File: src/rtl/rbm_sampler_if.sv
// rbm_sampler_if: core-to-sampler handshake plus the sampled-state output bus.
interface rbm_sampler_if #(
    parameter int NUM_N = 3,
    parameter int BW_PS = 16
);
    logic en, done, receive, busy, overrun;
    logic [BW_PS*NUM_N-1:0] ps_data;
    logic [NUM_N-1:0] new_states, new_states_en;
    modport master (output en, done, ps_data, input receive, new_states, new_states_en, busy, overrun);
    modport slave (input en, done, ps_data, output receive, new_states, new_states_en, busy, overrun);
endinterface

File: src/rtl/rbm_sampler.sv
// rbm_sampler: turns RBM partial sums into stochastic binary states, LANES neurons per cycle.
// Each lane owns an 8-bit LFSR; neuron i fires when lfsr[i mod LANES] <= clamp(128 + ps_i>>>SHIFT).
module rbm_sampler #(
    parameter int NUM_N = 3,
    parameter int BW_PS = 16,
    parameter int LANES = 2,
    parameter int SHIFT = 4,
    parameter int LAT = 4
) (
    input logic clk,
    input logic rst,
    rbm_sampler_if.slave bus
);
    localparam int NG = (NUM_N + LANES - 1) / LANES;
    localparam int GW = $clog2(NG + 1);
    localparam int CW = 4;
    localparam logic signed [BW_PS:0] HALF = 128;
    typedef enum logic [1:0] {IDLE, ACK, WAIT, EMIT} state_t;
    state_t state_q, state_d;
    logic [CW-1:0] cnt_q, cnt_d;
    logic [GW-1:0] grp_q, grp_d;
    logic [BW_PS*NUM_N-1:0] ps_q, ps_d;
    logic [7:0] lfsr_q [LANES];
    logic [7:0] lfsr_d [LANES];
    logic receive_q, receive_d, busy_q, busy_d, overrun_q, overrun_d;
    logic [NUM_N-1:0] ns_q, ns_d, nse_q, nse_d;
    logic signed [BW_PS:0] ext [NUM_N];
    logic signed [BW_PS:0] sum [NUM_N];
    logic [7:0] prob [NUM_N];
    always_comb begin
        for (int i = 0; i < NUM_N; i++) begin
            ext[i] = {ps_q[i*BW_PS+BW_PS-1], ps_q[i*BW_PS +: BW_PS]};
            sum[i] = (ext[i] >>> SHIFT) + HALF;
            prob[i] = sum[i] < 0 ? 8'd0 : sum[i] > 255 ? 8'd255 : sum[i][7:0];
        end
    end
    // Outputs are computed from the next state so the registered values line up with state_q.
    always_comb begin
        state_d = state_q;
        cnt_d = cnt_q;
        grp_d = grp_q;
        ps_d = ps_q;
        overrun_d = overrun_q | (bus.done && state_q != IDLE);
        unique case (state_q)
            IDLE: if (bus.done) begin
                state_d = ACK;
                ps_d = bus.ps_data;
            end
            ACK: begin
                state_d = LAT == 0 ? EMIT : WAIT;
                cnt_d = '0;
                grp_d = '0;
            end
            WAIT: begin
                cnt_d = cnt_q + 1'b1;
                state_d = cnt_q == CW'(LAT - 1) ? EMIT : WAIT;
            end
            EMIT: begin
                grp_d = grp_q + 1'b1;
                state_d = grp_q == GW'(NG - 1) ? IDLE : EMIT;
            end
        endcase
        receive_d = state_d == ACK;
        busy_d = state_d != IDLE;
        ns_d = '0;
        nse_d = '0;
        for (int i = 0; i < NUM_N; i++) begin
            nse_d[i] = state_d == EMIT && grp_d == GW'(i / LANES);
            ns_d[i] = nse_d[i] && lfsr_q[i % LANES] <= prob[i];
        end
        for (int l = 0; l < LANES; l++)
            lfsr_d[l] = state_d == EMIT ? {lfsr_q[l][6:0], lfsr_q[l][7] ^ lfsr_q[l][5] ^ lfsr_q[l][4] ^ lfsr_q[l][3]} : lfsr_q[l];
    end
    always_ff @(posedge clk or posedge rst) begin
        if (rst) begin
            state_q <= IDLE;
            cnt_q <= '0;
            grp_q <= '0;
            ps_q <= '0;
            receive_q <= 1'b0;
            busy_q <= 1'b0;
            overrun_q <= 1'b0;
            ns_q <= '0;
            nse_q <= '0;
            for (int l = 0; l < LANES; l++) lfsr_q[l] <= 8'hA5 ^ 8'(l);
        end else if (bus.en) begin
            state_q <= state_d;
            cnt_q <= cnt_d;
            grp_q <= grp_d;
            ps_q <= ps_d;
            receive_q <= receive_d;
            busy_q <= busy_d;
            overrun_q <= overrun_d;
            ns_q <= ns_d;
            nse_q <= nse_d;
            lfsr_q <= lfsr_d;
        end
    end
    assign bus.receive = receive_q;
    assign bus.busy = busy_q;
    assign bus.overrun = overrun_q;
    assign bus.new_states = ns_q;
    assign bus.new_states_en = nse_q;
endmodule

File: src/flat_wrapper.sv
// flat-port wrapper written by rule: the top's interface ports become plain ports
module rbm_sampler_flat 
#(
    parameter int NUM_N = 3,
    parameter int BW_PS = 16,
    parameter int LANES = 2,
    parameter int SHIFT = 4,
    parameter int LAT = 4
)
  (clk, rst, bus_en, bus_done, bus_ps_data, bus_receive, bus_new_states, bus_new_states_en, bus_busy, bus_overrun);
  rbm_sampler_if #(.NUM_N(NUM_N), .BW_PS(BW_PS)) bus_i ();
  input logic clk;
  input logic rst;
  input wire logic [$bits(bus_i.en)-1:0] bus_en;
  input wire logic [$bits(bus_i.done)-1:0] bus_done;
  input wire logic [$bits(bus_i.ps_data)-1:0] bus_ps_data;
  output wire logic [$bits(bus_i.receive)-1:0] bus_receive;
  output wire logic [$bits(bus_i.new_states)-1:0] bus_new_states;
  output wire logic [$bits(bus_i.new_states_en)-1:0] bus_new_states_en;
  output wire logic [$bits(bus_i.busy)-1:0] bus_busy;
  output wire logic [$bits(bus_i.overrun)-1:0] bus_overrun;
  assign bus_i.en = bus_en;
  assign bus_i.done = bus_done;
  assign bus_i.ps_data = bus_ps_data;
  assign bus_receive = bus_i.receive;
  assign bus_new_states = bus_i.new_states;
  assign bus_new_states_en = bus_i.new_states_en;
  assign bus_busy = bus_i.busy;
  assign bus_overrun = bus_i.overrun;
  rbm_sampler #(.NUM_N(NUM_N), .BW_PS(BW_PS), .LANES(LANES), .SHIFT(SHIFT), .LAT(LAT)) u_core (.clk(clk), .rst(rst), .bus(bus_i));
endmodule
File: config.mk
export PLATFORM = sky130hd
export DESIGN_NAME = rbm_sampler_flat
export DESIGN_NICKNAME = d
export VERILOG_FILES = /design/src/rtl/rbm_sampler_if.sv /design/src/rtl/rbm_sampler.sv /design/src/flat_wrapper.sv
export SDC_FILE = /design/constraint.sdc
export NUM_CORES = 1
export LEC_CHECK = 0
export ABC_AREA = 1
export CORE_MARGIN = 4
export CORE_UTILIZATION = 45
export DETAILED_ROUTE_END_ITERATION = 8
export GPL_ROUTABILITY_DRIVEN = 1
export PLACE_DENSITY_LB_ADDON = 0.1
export SLEW_MARGIN = 40
export SYNTH_ARGS = -nofsm -noshare
export SYNTH_HDL_FRONTEND = slang
export SYNTH_SLANG_ARGS = --single-unit
File: constraint.sdc
create_clock -name clk -period 2.6 [get_ports clk]
set_clock_uncertainty 0.15 [all_clocks]
set_input_delay 0.52 -clock clk [delete_from_list [all_inputs] [get_ports clk]]
set_output_delay 0.52 -clock clk [all_outputs]
set_load 0.05 [all_outputs]
==> results.rst, run 1 <==
.. list-table::
   :header-rows: 1

   * - Metric
     - Value
   * - Status
     - completed
   * - Number of nets at the end of the flow
     - 614
   * - Flip-flop and latch count after synthesis
     - 68
   * - M2 GR Usage
     - 25.80%
   * - Clock share of power
     - 17.9%
   * - Internal power summed over all cells
     - 2.783 mW
   * - Startpoint-to-endpoint class of the critical path
     - flop to flop
   * - Final count of negative-setup-slack endpoints
     - 0
   * - Power density relative to cell area
     - 1019 nW/um^2
   * - Die area
     - 10350 um^2
   * - Prevailing post-synth register cell
     - dfrtp_1
   * - Maximum level of the CTS H-tree
     - 3
   * - Worst-Skew Late Latency
     - 0.34 ns
   * - CTS sink count
     - 68
   * - Smallest hold slack
     - 0.3268 ns
   * - Core Footprint
     - 8382 um^2
   * - Num CTS Buffers
     - 9
   * - Cell area reported after detailed placement
     - 4519 um^2
   * - Clock tree from TritonCTS
     - yes
   * - Sequential area share after synthesis
     - 43.27%
   * - Post-synth top area share
     - 38.62%
   * - Final antenna diode count
     - 0
   * - Boundary Pins
     - 61
   * - Port-buffer cells
     - 48
   * - Area added between synthesis and finish
     - 22.38%
   * - Busiest grt layer
     - met2
   * - Clock Tree Buf Depth
     - 2
   * - Launch point of the worst hold path
     - u_core.bus.overrun
   * - Global Route met1 Usage
     - 22.46%
   * - Largest fanout of any net on the critical path
     - 7
   * - Sw Share
     - 43.57%
   * - Via count of the first global-routing pass
     - 3040
   * - Reported leakage power
     - 2.352 nW
   * - IR Drop Worst-Case VDD
     - 0.4785 mV
   * - Routed length per instance
     - 11.91 um
   * - Die width
     - 101.7 um
   * - Detailed-placement wirelength estimate
     - 5640 um
   * - Kind of path behind the tightest hold check
     - flop to flop
   * - Number of filler cells placed in the layout
     - 782
   * - Post-CTS clock slew at the launch and capture registers of the worst setup and hold paths
     - 0.08 ns
   * - Depth of the most critical reg-to-reg path
     - 14
   * - Effective utilization at floorplan
     - 47.16%
   * - Cell accounting for the most synthesized area
     - dfrtp_1
   * - Remaining number of nets flagged by the antenna check after routing
     - 0
   * - Cell area after synthesis
     - 3953 um^2
   * - Number of enable flip-flop cells after synthesis
     - 0
   * - Sum of internal, switching and leakage power
     - 4.931 mW
   * - Synthesized instance count
     - 473
   * - Part of the power in registers
     - 34.2%
   * - Register-to-register setup slack
     - 0.18 ns
   * - Crit Reg-Reg Endpoint
     - u_core.bus.new_states[2]
   * - Cell variety after synth
     - 36
   * - Share of the clock period used by the worst path
     - 93.05%
   * - Average via count per standard cell
     - 4.881
   * - Floorplan die height
     - 101.7 um
   * - Floorplan row count
     - 33
   * - Final hold violation count
     - 0
   * - Fmax
     - 413.4 MHz
   * - Pre-Repair DR Iteration Count
     - 4
   * - Root buffer cell
     - clkbuf_8
   * - Violation count after the first detailed-routing iteration
     - 80
   * - Setup crit end kind
     - flop
   * - Period minus WS final
     - 2.419 ns
   * - Net Switching
     - 2.149 mW
   * - Number of antenna violations at the first check in global routing
     - 0
   * - Crit path required time
     - 2.73 ns
   * - Setup TNS after final layout
     - 0 ns
   * - Global placement routability congestion
     - 0.7810
   * - Yosys warning total
     - 0
   * - Critical Path Start Type
     - flop
   * - Global-route track usage on met3
     - 2.686%
   * - Global-route wire length before repair
     - 13420 um
   * - Hold Path Cell Cnt
     - 1
   * - Total gr overflow
     - 0
   * - Count of maximum capacitance violations
     - 0
   * - Max-slew headroom
     - 49.20%
   * - Pin count of the biggest net entering global routing
     - 60
   * - Wirelength, routed
     - 7575 um
   * - Cell types with the largest area share after synthesis
     - dfrtp_1, nand2_1, ha_1
   * - Layout cells sized above 1
     - 13.75%
   * - Startpoint of the worst-slack reg-to-reg timing path
     - u_core.ps_q[43]
   * - Via Count
     - 3104
   * - Data arrival time of the critical path
     - 2.55 ns
   * - Post-Synthesis Net Count
     - 561
   * - Comb pwr share
     - 47.9%
   * - Slew Viols, Final
     - 0
   * - Post-detailed-route DRC marker count
     - 0
   * - Syn_area_per_cell
     - 8.356 um^2
   * - Final Instance Area
     - 4837 um^2
   * - Hold Crit Endpoint
     - u_core.bus.overrun
   * - Post-synthesis async set-or-reset flop share
     - 100.0%
   * - Tightest Pin Transition
     - 0.7574 ns
   * - GRT Total Usage
     - 16.16%
-- stage by stage --
stage / cells / worst slack [ns] / utilization [%]
3_3_place_gp: 618 / 0.1490 / 53.92
3_5_place_dp: 618 / 0.1186 / 53.92
6_report: 636 / 0.1808 / 57.71
4_1_cts: 634 / 0.07520 / 56.31
2_1_floorplan: 473 / 0.2301 / -
5_1_grt: 636 / -0.01273 / 57.71
-- flip-flops by register name (all words and copies together) (netlist names) --
register / flops
u_core.cnt_q: 4
u_core.bus.new_states: 3
u_core.ps_q: 36
u_core.lfsr_q: 16
u_core.state_q: 2
u_core.bus.overrun: 1
u_core.bus.busy: 1
u_core.bus.new_states_en: 2
u_core.grp_q: 2
u_core.bus.receive: 1
-- logic make-up (layout without fill, tap and decap cells) --
| group | count (synthesis) | in the layout | synth area share [%] |
|---|---|---|---|
| xor+xnor | 8 | 8 | 1.773 |
| simple gates | 204 | 204 | 21.30 |
| buf+inv | 64 | 122 | 7.123 |
| compound gates | 80 | 80 | 11.43 |
| fa+ha+maj | 36 | 36 | 11.40 |
| mux | 13 | 13 | 3.704 |
| flops | 68 | 68 | 43.27 |
-- synthesized netlist by cell type (4+ instances only) --
master     n
mux2_1     5
dfrtp_1   61
nand2_1  134
o21ai_2    6
nand4_1    8
ha_1      36
inv_1     50
mux2_2     8
nor2_1    44
dfstp_2    7
o21ai_1   18
xnor2_1    6
buf_2      4
o21ai_0    8
a21oi_1   38
nand3_1    9
-- routing by layer --
layer / wire length, um / part of all wire, % / vias to the layer above
met5: 0 / 0 / -
met4: 117 / 1.5 / 0
met3: 241 / 3.2 / 9
met2: 3377 / 45 / 45
met1: 3839 / 51 / 1415
li1: - / - / 1635
-- how the worst max path moves through the flow --
stage	startpoint	end	slack [ns]	cells past startpoint
6_report	u_core.ps_q[43]	u_core.bus.new_states[2]	0.18	14
2_1_floorplan	rst	u_core.bus.busy	0.23	1
3_5_place_dp	u_core.ps_q[43]	u_core.bus.new_states[2]	0.12	14
5_1_grt	u_core.ps_q[46]	u_core.bus.new_states[2]	-0.01	11
3_3_place_gp	u_core.ps_q[11]	u_core.bus.new_states[0]	0.15	13
4_1_cts	u_core.ps_q[11]	u_core.bus.new_states[0]	0.08	16
-- area by class of cell --
cell class | count | area, um^2 | area share (%)
clock buffer | 9 | 123.9 | 2.561
clock inverter | 7 | 76.32 | 1.578
inverter | 53 | 201.4 | 4.165
multi-input combinational | 341 | 2063 | 42.65
sequential | 68 | 1710 | 35.36
tap | 105 | 131.4 | 2.716
timing repair buffer | 53 | 530.5 | 10.97
-- repair_timing --
item / 4_1_cts / 5_1_grt
resized for setup: 0 / 22
setup endpoints to repair: 0 / 3
setup buffers: 0 / 2
hold buffers: 0 / 0
-- power groups by stage --
stage / Clock [mW] / Combinational, mW / Sequential, mW
after floorplan: 0 / 1.62 / 1.76
after global placement: 0 / 2.12 / 1.68
after detailed placement: 0 / 2.18 / 1.70
after CTS: 0.912 / 2.20 / 1.68
after global routing: 0.955 / 2.72 / 1.74
final: 0.885 / 2.36 / 1.69
-- worst max-delay path: stages, from the launching register on --
cell     delay, ns
dfrtp_1       0.41
buf_4         0.15
ha_2          0.19
a21oi_2       0.13
o21ai_1       0.09
nor2_2        0.17
nand3_4       0.15
o21ai_2       0.16
ha_1          0.27
a21oi_2       0.15
o21a_1        0.12
nand2_1       0.04
nand2_1       0.08
nand2_1       0.06
nand2_1       0.05
-- layout by cell type (no fill, tap or decap), drive strengths merged --
cell           instances
a21o                   1
a21oi                 38
a31o                   1
buf                    5
bufinv                 1
clkbuf                 9
clkdlybuf4s50         48
clkinv                 3
clkinvlp               2
dfrtp                 61
dfstp                  7
ha                    36
inv                   54
mux2                  13
nand2                135
nand3                 11
nand3b                 1
nand4                  8
nor2                  47
nor3                   1
o21a                   3
o21ai                 32
o21bai                 2
o22ai                  2
o31ai                  1
or2                    1
xnor2                  6
xor2                   2
No activity file was read; power rests on OpenSTA's default activity.
==> run 2, diff against run 1 <==
--- a/config.mk
+++ b/config.mk
@@ -7,7 +7,7 @@
 export LEC_CHECK = 0
 export ABC_AREA = 1
 export CORE_MARGIN = 4
-export CORE_UTILIZATION = 45
+export CORE_UTILIZATION = 54
 export DETAILED_ROUTE_END_ITERATION = 8
 export GPL_ROUTABILITY_DRIVEN = 1
 export PLACE_DENSITY_LB_ADDON = 0.1
==> run 2 against run 1 <==
Effect of this change: final area fell by 2.0%; critical endpoint unchanged; register-to-register slack improved by 0.03 ns; largest cell class unchanged; routed wire length fell by 2.0%; clock power fell by 14%; final cell count fell by 1.4%; critical path type unchanged; combinational power fell by 5%; maximum frequency rose by 1.2%; largest power group unchanged; highest routed layer unchanged; flip-flop and latch count did not move.
==> results.rst, run 2 (synthesis gave the netlist of run 1 again) <==
.. list-table::
   :header-rows: 1

   * - Metric
     - Value
   * - Share of the clock period used by the worst path
     - 91.97% (-1.1 points)
   * - Tightest Pin Transition
     - 0.5326 ns (-0.2248 ns)
   * - Wirelength, routed
     - 7422 um (-2.0%)
   * - Critical Path Start Type
     - flop
   * - Highest-count cells in the layout ignoring fill and taps
     - nand2_1, dfrtp_1, inv_1, clkdlybuf4s50_1, nor2_1
   * - Worst-Skew Late Latency
     - 0.34 ns (about the same)
   * - Max-slew headroom
     - 64.28% (+15 points)
   * - Final hold violation count
     - 0 (unchanged)
   * - Layout cells sized above 1
     - 11.11% (-2.6 points)
   * - Via Count
     - 3188 (+2.7%)
   * - Number of flip-flops in the largest register
     - 36 (unchanged)
   * - Average via count per standard cell
     - 5.085 (+4.2%)
   * - Power density relative to cell area
     - 988.2 nW/um^2 (-3.1%)
   * - Kind of path behind the tightest hold check
     - input port to async pin
   * - Slowest cell delay on critical path
     - 0.40 ns (about the same)
   * - Count of maximum capacitance violations
     - 0 (unchanged)
   * - Setup repair after global routing missed its margin
     - yes
   * - Detailed-placement wirelength estimate
     - 5633 um (-0.11%)
   * - Post-CTS clock slew at the launch and capture registers of the worst setup and hold paths
     - 0.07 ns (about the same)
   * - Maximum level of the CTS H-tree
     - 3 (unchanged)
   * - Number of nets at the end of the flow
     - 614 (unchanged)
   * - GRT Total Usage
     - 18.30% (+2.1 points)
   * - Setup crit end kind
     - flop
   * - Number of antenna violations at the first check in global routing
     - 0 (unchanged)
   * - DP Worst Slack
     - 0.1119 ns (-0.006644 ns)
   * - Setup TNS after final layout
     - 0 ns (unchanged)
   * - Root buffer cell
     - clkbuf_8
   * - Area added between synthesis and finish
     - 19.88%
   * - Core Footprint
     - 6944 um^2 (-17%)
   * - Hold-fix buffers at CTS
     - 0 (unchanged)
   * - Sum of internal, switching and leakage power
     - 4.682 mW (-5.1%)
   * - Num CTS Buffers
     - 9 (unchanged)
   * - Period minus WS final
     - 2.391 ns (-0.02790 ns)
   * - Floorplan die height
     - 93.56 um (-8.0%)
   * - Reported leakage power
     - 2.344 nW (-0.32%)
   * - Final critical-path setup slack
     - 0.2087 ns (+0.02790 ns)
   * - Final count of negative-setup-slack endpoints
     - 0 (unchanged)
   * - Clock tree from TritonCTS
     - yes
   * - Die area
     - 8753 um^2 (-15%)
   * - Crit-path most repeated cell
     - nand2_1
   * - Die width
     - 93.56 um (-8.0%)
   * - Largest fanout of any net on the critical path
     - 7 (unchanged)
   * - Via count of the first global-routing pass
     - 3036 (-0.13%)
   * - Largest registers
     - u_core.ps_q x36, u_core.lfsr_q x16, u_core.cnt_q x4
   * - Post-detailed-route DRC marker count
     - 0 (unchanged)
   * - Boundary Pins
     - 61 (unchanged)
   * - Port-buffer cells
     - 48 (unchanged)
   * - Worst path cell trace
     - inv_2 > ha_1 > a21oi_1 > o21ai_1 > nor2_2 > nand3_4 > o21ai_1 > ha_1 > a21oi_1 > o21a_1 > nand2_1 > nand2_1 > nand2_1 > nand2_1
   * - Data arrival time of the critical path
     - 2.52 ns (-0.03 ns)
   * - Fmax
     - 418.2 MHz (+1.2%)
   * - Violation count after the first detailed-routing iteration
     - 152 (+90%)
   * - Startpoint-to-endpoint class of the critical path
     - flop to flop
   * - CTS sink count
     - 68 (unchanged)
   * - Global-route wire length before repair
     - 12920 um (-3.8%)
   * - Pre-Repair DR Iteration Count
     - 4 (unchanged)
   * - Slowest stage cell, crit path
     - dfrtp_1
   * - Effective utilization at floorplan
     - 56.92% (+9.8 points)
   * - IR Drop Worst-Case VDD
     - 0.5170 mV (+8.1%)
   * - Smallest hold slack
     - 0.2771 ns (-0.04965 ns)
   * - Routed length per instance
     - 11.84 um (-0.61%)
   * - Total gr overflow
     - 0 (unchanged)
   * - Crit path required time
     - 2.73 ns (about the same)
   * - Clock Tree Buf Depth
     - 2 (unchanged)
   * - Floorplan row count
     - 30 (-9.1%)
   * - Most frequent standard cell in the layout excluding fill and tap cells
     - nand2_1
   * - Pin count of the biggest net entering global routing
     - 60 (unchanged)
   * - Register-to-register setup slack
     - 0.21 ns (+0.03 ns)
   * - Largest register by flop count
     - u_core.ps_q
   * - Global placement routability congestion
     - 0.8184 (+4.8%)
   * - Status
     - completed
   * - Final antenna diode count
     - 0 (unchanged)
   * - Slew Viols, Final
     - 0 (unchanged)
   * - Remaining number of nets flagged by the antenna check after routing
     - 0 (unchanged)
[run 2: cell count changes in the layout (fill, tap and decap cells not counted), sizes merged]
cell,change
clkinvlp,-1
clkinv,+1
clkbuf,+2
inv,-1
bufinv,-1
[run 2: per-stage QoR]
| stage | cells | instance area [um^2] | util (%) |
|---|---|---|---|
| after CTS | 626 | 4697 | 67.64 |
| after global placement | 610 | 4528 | 65.21 |
| final | 627 | 4738 | 68.23 |
| after global routing | 627 | 4738 | 68.23 |
| after floorplan | 473 | 3953 | - |
| after detailed placement | 610 | 4528 | 65.21 |
[run 2: path summary, 6_finish.rpt]
check                      cells after the start              from                        to
hold / removal                                 2               rst          u_core.lfsr_q[3]
setup reg to reg                              14   u_core.ps_q[43]  u_core.bus.new_states[2]
setup / recovery                              14   u_core.ps_q[43]  u_core.bus.new_states[2]
max in group asynchronous                      3               rst         u_core.lfsr_q[10]
min in group clk                               2  u_core.lfsr_q[2]          u_core.lfsr_q[2]
hold reg to reg                                2  u_core.lfsr_q[2]          u_core.lfsr_q[2]
[run 2: power by group]
group / total [mW] / switching (mW) / internal, mW
Sequential: 1.67 / 0.260 / 1.41
Combinational: 2.25 / 1.38 / 0.869
Clock: 0.762 / 0.397 / 0.366
[run 2: repair_timing]
action | in CTS | in global routing
buffers inserted | 0 | 1
endpoints found under the hold margin | 0 | 0
endpoints found under the setup margin | 0 | 3
resized for setup | 0 | 8
[run 2: metal layers]
layer / wire, um / track usage [%]
met1: 3485 / 23.46
met2: 3574 / 31.15
met3: 266 / 2.816
met4: 95 / 6.980
met5: 0 / 0
[run 2: cell type report]
type,instances,area (um^2)
Clock buffer,11,141.4
Clock inverter,5,27.53
Fill cell,600,2206
Inverter,53,201.4
Multi-Input combinational cell,341,1994
Sequential cell,68,1710
Tap cell,96,120.1
Timing Repair Buffer,53,543.0
[run 2: critical path: cells and delay by family (launching register included)]
family,cells,cell delay [ns]
AOI/OAI and AO/OA,5,0.62
adders and majority gates,2,0.57
and+or+nand+nor,6,0.50
DFF,1,0.40
buffers and inverters,1,0.08
==> run 3, diff against run 2 <==
--- a/config.mk
+++ b/config.mk
@@ -10,6 +10,7 @@
 export CORE_UTILIZATION = 54
 export DETAILED_ROUTE_END_ITERATION = 8
 export GPL_ROUTABILITY_DRIVEN = 1
+export HOLD_SLACK_MARGIN = 0.02
 export PLACE_DENSITY_LB_ADDON = 0.1
 export SLEW_MARGIN = 40
 export SYNTH_ARGS = -nofsm -noshare
==> results of run 3 <==
The final DEF is identical to that of run 2; final timing and power are the same.
